--- config.mk ---
export PLATFORM = sky130hd
export DESIGN_NAME = segm7_rx_monitor
export DESIGN_NICKNAME = d
export VERILOG_FILES = /design/src/rtl/segm7_rx_monitor.sv
export SDC_FILE = /design/constraint.sdc
export NUM_CORES = 1
export LEC_CHECK = 0
export BUFFER_PORTS_ARGS = -buffer_cell sky130_fd_sc_hd__clkbuf_2
export CORE_ASPECT_RATIO = 1.1
export CORE_MARGIN = 2
export CORE_UTILIZATION = 55
export DETAILED_ROUTE_END_ITERATION = 10
export PLACE_DENSITY = 0.89
export SLEW_MARGIN = 15
export SYNTH_ARGS = -nofsm -noshare
export SYNTH_HDL_FRONTEND = slang
export SYNTH_SLANG_ARGS = --single-unit
--- constraint.sdc ---
create_clock -name S_AXI_ACLK -period 8.8 [get_ports S_AXI_ACLK]
set_clock_uncertainty 0.2 [all_clocks]
set_input_delay 0 -clock S_AXI_ACLK [delete_from_list [all_inputs] [get_ports S_AXI_ACLK]]
set_output_delay 0 -clock S_AXI_ACLK [all_outputs]
set_load 0.005 [all_outputs]
--- src/rtl/segm7_rx_monitor.sv ---
// rtl/segm7_rx_monitor.sv - 74HC595 COM/SEG chain receiver that decodes 7-segment frames into hex digits
//
// Emulates the COM and SEG shift/latch chains seen on the board pins. It
// rebuilds each latched byte LSB-first and decodes the segment byte into a
// hex nibble. The nibble is stored in the slot named by the single zero bit
// of the active-low COM byte. Digits and status are readable over a small
// AXI-style register port.
//
// Optional macro: SEGM7_RX_SYNC_EN
//   defined   -> two-flop synchronizer on every serial pin (pins asynchronous to S_AXI_ACLK)
//   undefined -> pins sampled directly (driver must share S_AXI_ACLK)
//
// Ports:
//   S_AXI_ACLK, S_AXI_ARSTN              clock, asynchronous active-low reset
//   COM_SER/COM_SRCLK/COM_RCLK           COM chain data, shift clock, latch clock
//   SEG_SER/SEG_SRCLK/SEG_RCLK           SEG chain data, shift clock, latch clock
//   S_AXI_AWADDR/AWVALID/WVALID/WDATA    register write (write to 0x0004 clears status)
//   S_AXI_ARADDR, reg_data_out           combinational register read
//   digits_out                           nibble k = decoded slot k
//   frame_pulse                          one-cycle pulse when the last slot is updated
module segm7_rx_monitor #(
    parameter int C_S_AXI_DATA_WIDTH = 32,
    parameter int C_S_AXI_ADDR_WIDTH = 16,
    parameter int NUM_DIGITS         = 6
) (
    input  logic                          S_AXI_ACLK,
    input  logic                          S_AXI_ARSTN,
    input  logic                          COM_SER,
    input  logic                          COM_SRCLK,
    input  logic                          COM_RCLK,
    input  logic                          SEG_SER,
    input  logic                          SEG_SRCLK,
    input  logic                          SEG_RCLK,
    input  logic [C_S_AXI_ADDR_WIDTH-1:0] S_AXI_AWADDR,
    input  logic                          S_AXI_AWVALID,
    input  logic                          S_AXI_WVALID,
    input  logic [C_S_AXI_DATA_WIDTH-1:0] S_AXI_WDATA,
    input  logic [C_S_AXI_ADDR_WIDTH-1:0] S_AXI_ARADDR,
    output logic [C_S_AXI_DATA_WIDTH-1:0] reg_data_out,
    output logic [31:0]                   digits_out,
    output logic                          frame_pulse
);

    localparam logic [C_S_AXI_ADDR_WIDTH-1:0] ADDR_DIGITS = C_S_AXI_ADDR_WIDTH'(16'h0000);
    localparam logic [C_S_AXI_ADDR_WIDTH-1:0] ADDR_STATUS = C_S_AXI_ADDR_WIDTH'(16'h0004);
    localparam logic [2:0]                    LAST_POS    = 3'(NUM_DIGITS);

    // Pin vector layout
    localparam int P_COM_SER   = 0;
    localparam int P_COM_SRCLK = 1;
    localparam int P_COM_RCLK  = 2;
    localparam int P_SEG_SER   = 3;
    localparam int P_SEG_SRCLK = 4;
    localparam int P_SEG_RCLK  = 5;

    // Clock-line vector layout (edge detector)
    localparam int C_COM_SRCLK = 0;
    localparam int C_COM_RCLK  = 1;
    localparam int C_SEG_SRCLK = 2;
    localparam int C_SEG_RCLK  = 3;

    // Write data carries no information: any write to the status address clears it.
    logic unused_wdata;
    assign unused_wdata = ^S_AXI_WDATA;

    logic [5:0] pins;
    logic [5:0] pins_s;
    assign pins = {SEG_RCLK, SEG_SRCLK, SEG_SER, COM_RCLK, COM_SRCLK, COM_SER};

`ifdef SEGM7_RX_SYNC_EN
    logic [5:0] sync1_q, sync1_d;
    logic [5:0] sync2_q, sync2_d;

    always_comb begin
        sync1_d = pins;
        sync2_d = sync1_q;
    end

    always_ff @(posedge S_AXI_ACLK or negedge S_AXI_ARSTN) begin
        if (!S_AXI_ARSTN) begin
            sync1_q <= 6'b0;
            sync2_q <= 6'b0;
        end else begin
            sync1_q <= sync1_d;
            sync2_q <= sync2_d;
        end
    end

    assign pins_s = sync2_q;
`else
    assign pins_s = pins;
`endif

    // All six lines pass through cur_q so data and clocks stay aligned; only
    // the four clock lines need the extra prev_q stage for edge detection.
    logic [5:0]  cur_q, cur_d;
    logic [3:0]  prev_q, prev_d;
    logic [7:0]  com_sr_q, com_sr_d;
    logic [7:0]  seg_sr_q, seg_sr_d;
    logic [7:0]  seg_latch_q, seg_latch_d;
    logic [31:0] digits_q, digits_d;
    logic [7:0]  frame_cnt_q, frame_cnt_d;
    logic        seg_err_q, seg_err_d;
    logic        com_err_q, com_err_d;
    logic        frame_valid_q, frame_valid_d;
    logic        frame_pulse_q, frame_pulse_d;

    logic [3:0]  cur_clk;
    logic [3:0]  rise;
    logic [7:0]  seg_val;
    logic [7:0]  com_zeros;
    logic        one_zero;
    logic [2:0]  slot_pos;
    logic [2:0]  slot_idx;
    logic        com_ok;
    logic [4:0]  dec;
    logic        clear;

    // Returns {valid, nibble}; bit7 (decimal point) set is never a valid digit.
    function automatic logic [4:0] seg_decode(input logic [7:0] b);
        case (b)
            8'h7E:   return {1'b1, 4'h0};
            8'h30:   return {1'b1, 4'h1};
            8'h6D:   return {1'b1, 4'h2};
            8'h79:   return {1'b1, 4'h3};
            8'h33:   return {1'b1, 4'h4};
            8'h5B:   return {1'b1, 4'h5};
            8'h5F:   return {1'b1, 4'h6};
            8'h72:   return {1'b1, 4'h7};
            8'h7F:   return {1'b1, 4'h8};
            8'h7B:   return {1'b1, 4'h9};
            8'h77:   return {1'b1, 4'hA};
            8'h1F:   return {1'b1, 4'hB};
            8'h4E:   return {1'b1, 4'hC};
            8'h3D:   return {1'b1, 4'hD};
            8'h4F:   return {1'b1, 4'hE};
            8'h47:   return {1'b1, 4'hF};
            default: return 5'b0;
        endcase
    endfunction

    always_comb begin
        cur_d   = pins_s;
        cur_clk = {cur_q[P_SEG_RCLK], cur_q[P_SEG_SRCLK], cur_q[P_COM_RCLK], cur_q[P_COM_SRCLK]};
        prev_d  = cur_clk;
        rise    = cur_clk & ~prev_q;

        com_sr_d      = com_sr_q;
        seg_sr_d      = seg_sr_q;
        seg_latch_d   = seg_latch_q;
        digits_d      = digits_q;
        seg_err_d     = seg_err_q;
        com_err_d     = com_err_q;
        frame_valid_d = frame_valid_q;
        frame_cnt_d   = frame_cnt_q;
        frame_pulse_d = 1'b0;

        if (rise[C_COM_SRCLK]) com_sr_d = {cur_q[P_COM_SER], com_sr_q[7:1]};
        if (rise[C_SEG_SRCLK]) seg_sr_d = {cur_q[P_SEG_SER], seg_sr_q[7:1]};
        // Latches take the pre-shift register value when both clocks rise together.
        if (rise[C_SEG_RCLK])  seg_latch_d = seg_sr_q;
        seg_val = rise[C_SEG_RCLK] ? seg_sr_q : seg_latch_q;

        // The COM byte is consumed in the cycle it is latched, so only its
        // classification is kept, not the byte itself.
        com_zeros = ~com_sr_q;
        one_zero  = (com_zeros != 8'h00) && ((com_zeros & (com_zeros - 8'd1)) == 8'h00);
        slot_pos  = 3'd0;
        for (int i = 0; i < 8; i++) begin
            if (com_zeros[i]) slot_pos = 3'(i);
        end
        com_ok   = one_zero && (slot_pos != 3'd0) && (slot_pos <= LAST_POS);
        slot_idx = slot_pos - 3'd1;
        dec      = seg_decode(seg_val);

        // Clear is applied first so a coincident event leaves its flag/count set.
        clear = S_AXI_AWVALID && S_AXI_WVALID && (S_AXI_AWADDR == ADDR_STATUS);
        if (clear) begin
            frame_cnt_d   = 8'd0;
            seg_err_d     = 1'b0;
            com_err_d     = 1'b0;
            frame_valid_d = 1'b0;
        end

        if (rise[C_COM_RCLK]) begin
            if (com_ok) begin
                if (dec[4]) digits_d[{slot_idx, 2'b00} +: 4] = dec[3:0];
                else        seg_err_d = 1'b1;
                if (slot_pos == LAST_POS) begin
                    frame_cnt_d   = frame_cnt_d + 8'd1;
                    frame_pulse_d = 1'b1;
                    frame_valid_d = 1'b1;
                end
            end else begin
                com_err_d = 1'b1;
            end
        end
    end

    always_ff @(posedge S_AXI_ACLK or negedge S_AXI_ARSTN) begin
        if (!S_AXI_ARSTN) begin
            cur_q         <= 6'b0;
            prev_q        <= 4'b0;
            com_sr_q      <= 8'hFF;
            seg_sr_q      <= 8'h00;
            seg_latch_q   <= 8'h00;
            digits_q      <= 32'h0;
            frame_cnt_q   <= 8'd0;
            seg_err_q     <= 1'b0;
            com_err_q     <= 1'b0;
            frame_valid_q <= 1'b0;
            frame_pulse_q <= 1'b0;
        end else begin
            cur_q         <= cur_d;
            prev_q        <= prev_d;
            com_sr_q      <= com_sr_d;
            seg_sr_q      <= seg_sr_d;
            seg_latch_q   <= seg_latch_d;
            digits_q      <= digits_d;
            frame_cnt_q   <= frame_cnt_d;
            seg_err_q     <= seg_err_d;
            com_err_q     <= com_err_d;
            frame_valid_q <= frame_valid_d;
            frame_pulse_q <= frame_pulse_d;
        end
    end

    assign digits_out  = digits_q;
    assign frame_pulse = frame_pulse_q;

    always_comb begin
        reg_data_out = '0;
        if (S_AXI_ARADDR == ADDR_DIGITS) begin
            reg_data_out = C_S_AXI_DATA_WIDTH'(digits_q);
        end else if (S_AXI_ARADDR == ADDR_STATUS) begin
            reg_data_out = C_S_AXI_DATA_WIDTH'({21'b0, frame_valid_q, com_err_q, seg_err_q, frame_cnt_q});
        end
    end

endmodule

==> run metrics <==
CP Capture Type=register; Syn Inst Count=around 410; maximum vdd drop=0.117 mV; root buf cell=clkbuf_8; grt ovf=0; Startpoint Class=register; Yosys cell types=60; Syn. warnings=0; final core occ=67.5%; Pwr Total=0.969 mW; DR vias/cell=between 5 and 6; 1st-iter DRT viols=125; clk sinks=between 70 and 80; delay-heaviest family, CP=simple AND/OR/NAND/NOR gates; starting density of the core=roughly 56%; final setup vio count=0; vias=~3,700; total global-route track usage=approximately a quarter; Worst EP required=between 8 and 9 ns; initial antenna violation count=0; row count=34; top-count cell post-synth=dfrtp_1; CTS clk-pin slew, worst paths=0.09 ns; post-synth top area share=between 40% and 50%; Final ANT Viol Nets=0; Top FF cell, synth=dfrtp_1; Net Count, Synth=489; Slew Limit Headroom=between 20% and 30%; outcome=finished clean; dominant cells by area after synthesis=dfrtp_1 (40%), mux2i_1 (7.8%), mux2_2 (6.4%); crit path DAT=~4.3 ns; later-pin clock latency in the skew report=0.36 ns; TritonCTS Buffers=9; Yosys reg bits=just under 80; antenna cell count=0; slowest stage delay, CP=approximately 0.89 ns; Port Buffers=106; hpwl dp=7.63 mm; wire per inst=around 17 um; I/O pin count=139; maximum buffer depth of the clock tree=2; Final Wtd Congestion=just under 0.9; pwr dens=~180 nW/um2; top cells by count, synth=dfrtp_1 (70), mux2i_1 (34), inv_1 (31), nand2_1 (26), nor2_1 (26); Seq/Total Area, Yosys=approximately 45%; Hold Path Class=primary input to register; Post-Route WL=between 10 and 15 mm; Die Ht=roughly 100 um; vias in the first global route=3,536; crit-path cells=nand2b_1, a31oi_1, or4_4, o41a_1, and4_1, nor4b_4, mux2_2; # nets final=around 610; Lkg Pwr=roughly 2.5 nW; top layer in use=met4; WS Path Type=register to register; final worst path period need=about 4.3 ns; Final Hold Viols=0; H-tree depth=3; Setup TNS=0 ns; Area growth syn-to-layout=20.9%; Yosys top cell by area=dfrtp_1; Post-Syn Area per Cell=between 10 and 15 um2; max frequency=0.234 GHz; Pre-Repair DR Iteration Count=4; CP max FO=27; RSZ-0062 raised after global routing=false; TritonCTS clock tree=done; metal3 WL=between 600 and 700 um; synthesized area=between 4000 and 5000 um2; DR WL met2=roughly 5.4 mm; period utilization=approximately 49%; slowest CP cell=nand2b_1; number of synthesized flops with an enable pin=0; DRC viols=0; max_cap viols=0; core box area=a little under 8000 um2; actual slew at the worst max-slew pin=1.08 ns; wire length of the first global-routing pass=16.9 mm; fraction of layout cells with a size suffix above 1=between 30% and 40%; Post-Route M1 WL=between 4 and 5 mm; final slew viol count=0; die width=approximately 89 um; largest net degree at the start of global routing=a little under 80; die area=8680 um2; ys async rst share=between 90% and 100%; CP Buf/Inv Count=0
==> layout make-up <==
type | instances | area, um2
multi-input combinational | 281 | 2210
clock inverter | 5 | 33.8
timing repair buffer | 121 | 683
tap | 108 | 135
sequential | 78 | 1960
clock buffer | 11 | 141
inverter | 32 | 120
fill | 594 | 2540
==> final timing paths <==
check                        startpoint        endpoint  slack [ns]  depth (start not counted)
setup reg to reg              prev_q[3]  digits_out[28]        4.52                          7
hold / removal             S_AXI_WVALID       seg_err_q        0.07                          4
max in group asynchronous   S_AXI_ARSTN  digits_out[25]        7.64                          2
min in group asynchronous   S_AXI_ARSTN  frame_cnt_q[7]        0.14                          2
setup / recovery              prev_q[3]  digits_out[28]        4.52                          7
hold reg to reg                cur_q[1]       prev_q[0]        0.18                          0
==> through the flow <==
| step | instances | area, um2 | hold slack, ns | setup WS [ns] |
|---|---|---|---|---|
| detailed placement | 605 | 4960 | -0.0903 | 4.58 |
| global placement | 605 | 4960 | -0.0919 | 4.65 |
| CTS | 636 | 5280 | 0.0593 | 4.58 |
| floorplan | 407 | 4370 | -0.496 | 5.26 |
| finish | 636 | 5280 | 0.0710 | 4.52 |
| global route | 636 | 5280 | 0.0916 | 4.26 |
==> per-layer routing <==
layer | GRT usage, % | vias to the layer above
met4 | 7.92 | 0
met3 | 5.61 | 23
met5 | 0 | -
met1 | 30.4 | 1814
met2 | 42.0 | 138
li1 | - | 1703
==> repair_timing <==
action,4_1_cts,5_1_grt
hold buffers,15,0
endpoints found under the hold margin,84,0
gates resized for setup,0,0
endpoints found under the setup margin,0,0
setup buffers,0,0
==> placed cells by master, fill, tap and decap left out, types with 12 or more instances in the layout <==
cell type,count
dlygate4sd3_1,15
dfrtp_1,70
a31oi_1,12
nor3_1,18
inv_1,31
mux2i_1,34
and2_1,13
nor2_1,26
mux2_2,25
clkbuf_2,105
nor4_1,12
mux2_1,13
nand2_1,26
==> flip-flops by register name, summed over array words and instances, names as in the netlist <==
signal,count
digits_out,32
com_sr_q,8
frame_cnt_q,8
seg_latch_q,8
seg_sr_q,8
cur_q,6
prev_q,4
com_err_q,1
frame_pulse,1
frame_valid_q,1
seg_err_q,1
==> cell families (layout without fill, tap and decap cells) <==
logic type	after synthesis	after routing	synth area share, %
adders and majority gates	8	8	2.29
muxes	74	74	18.3
DFF	78	78	44.9
xor gates and xnor gates	7	7	1.40
AOI/OAI and AO/OA	41	41	6.73
and+or+nand+nor	151	151	21.8
buffers and inverters	48	169	4.58
==> worst min-delay path, delay by kind of cell <==
| family | cells | cell delay [ns] |
|---|---|---|
| simple gates | 2 | 0.34 |
| compound gates | 1 | 0.17 |
| buf+inv | 1 | 0.07 |
==> power breakdown <==
group	total [mW]	internal [mW]	leakage, nW	switching (mW)
logic	0.250	0.109	1.39	0.141
clock network	0.243	0.110	0.0857	0.133
registers	0.476	0.414	0.987	0.0624
Note: power is estimated with default switching activity, not from simulation.
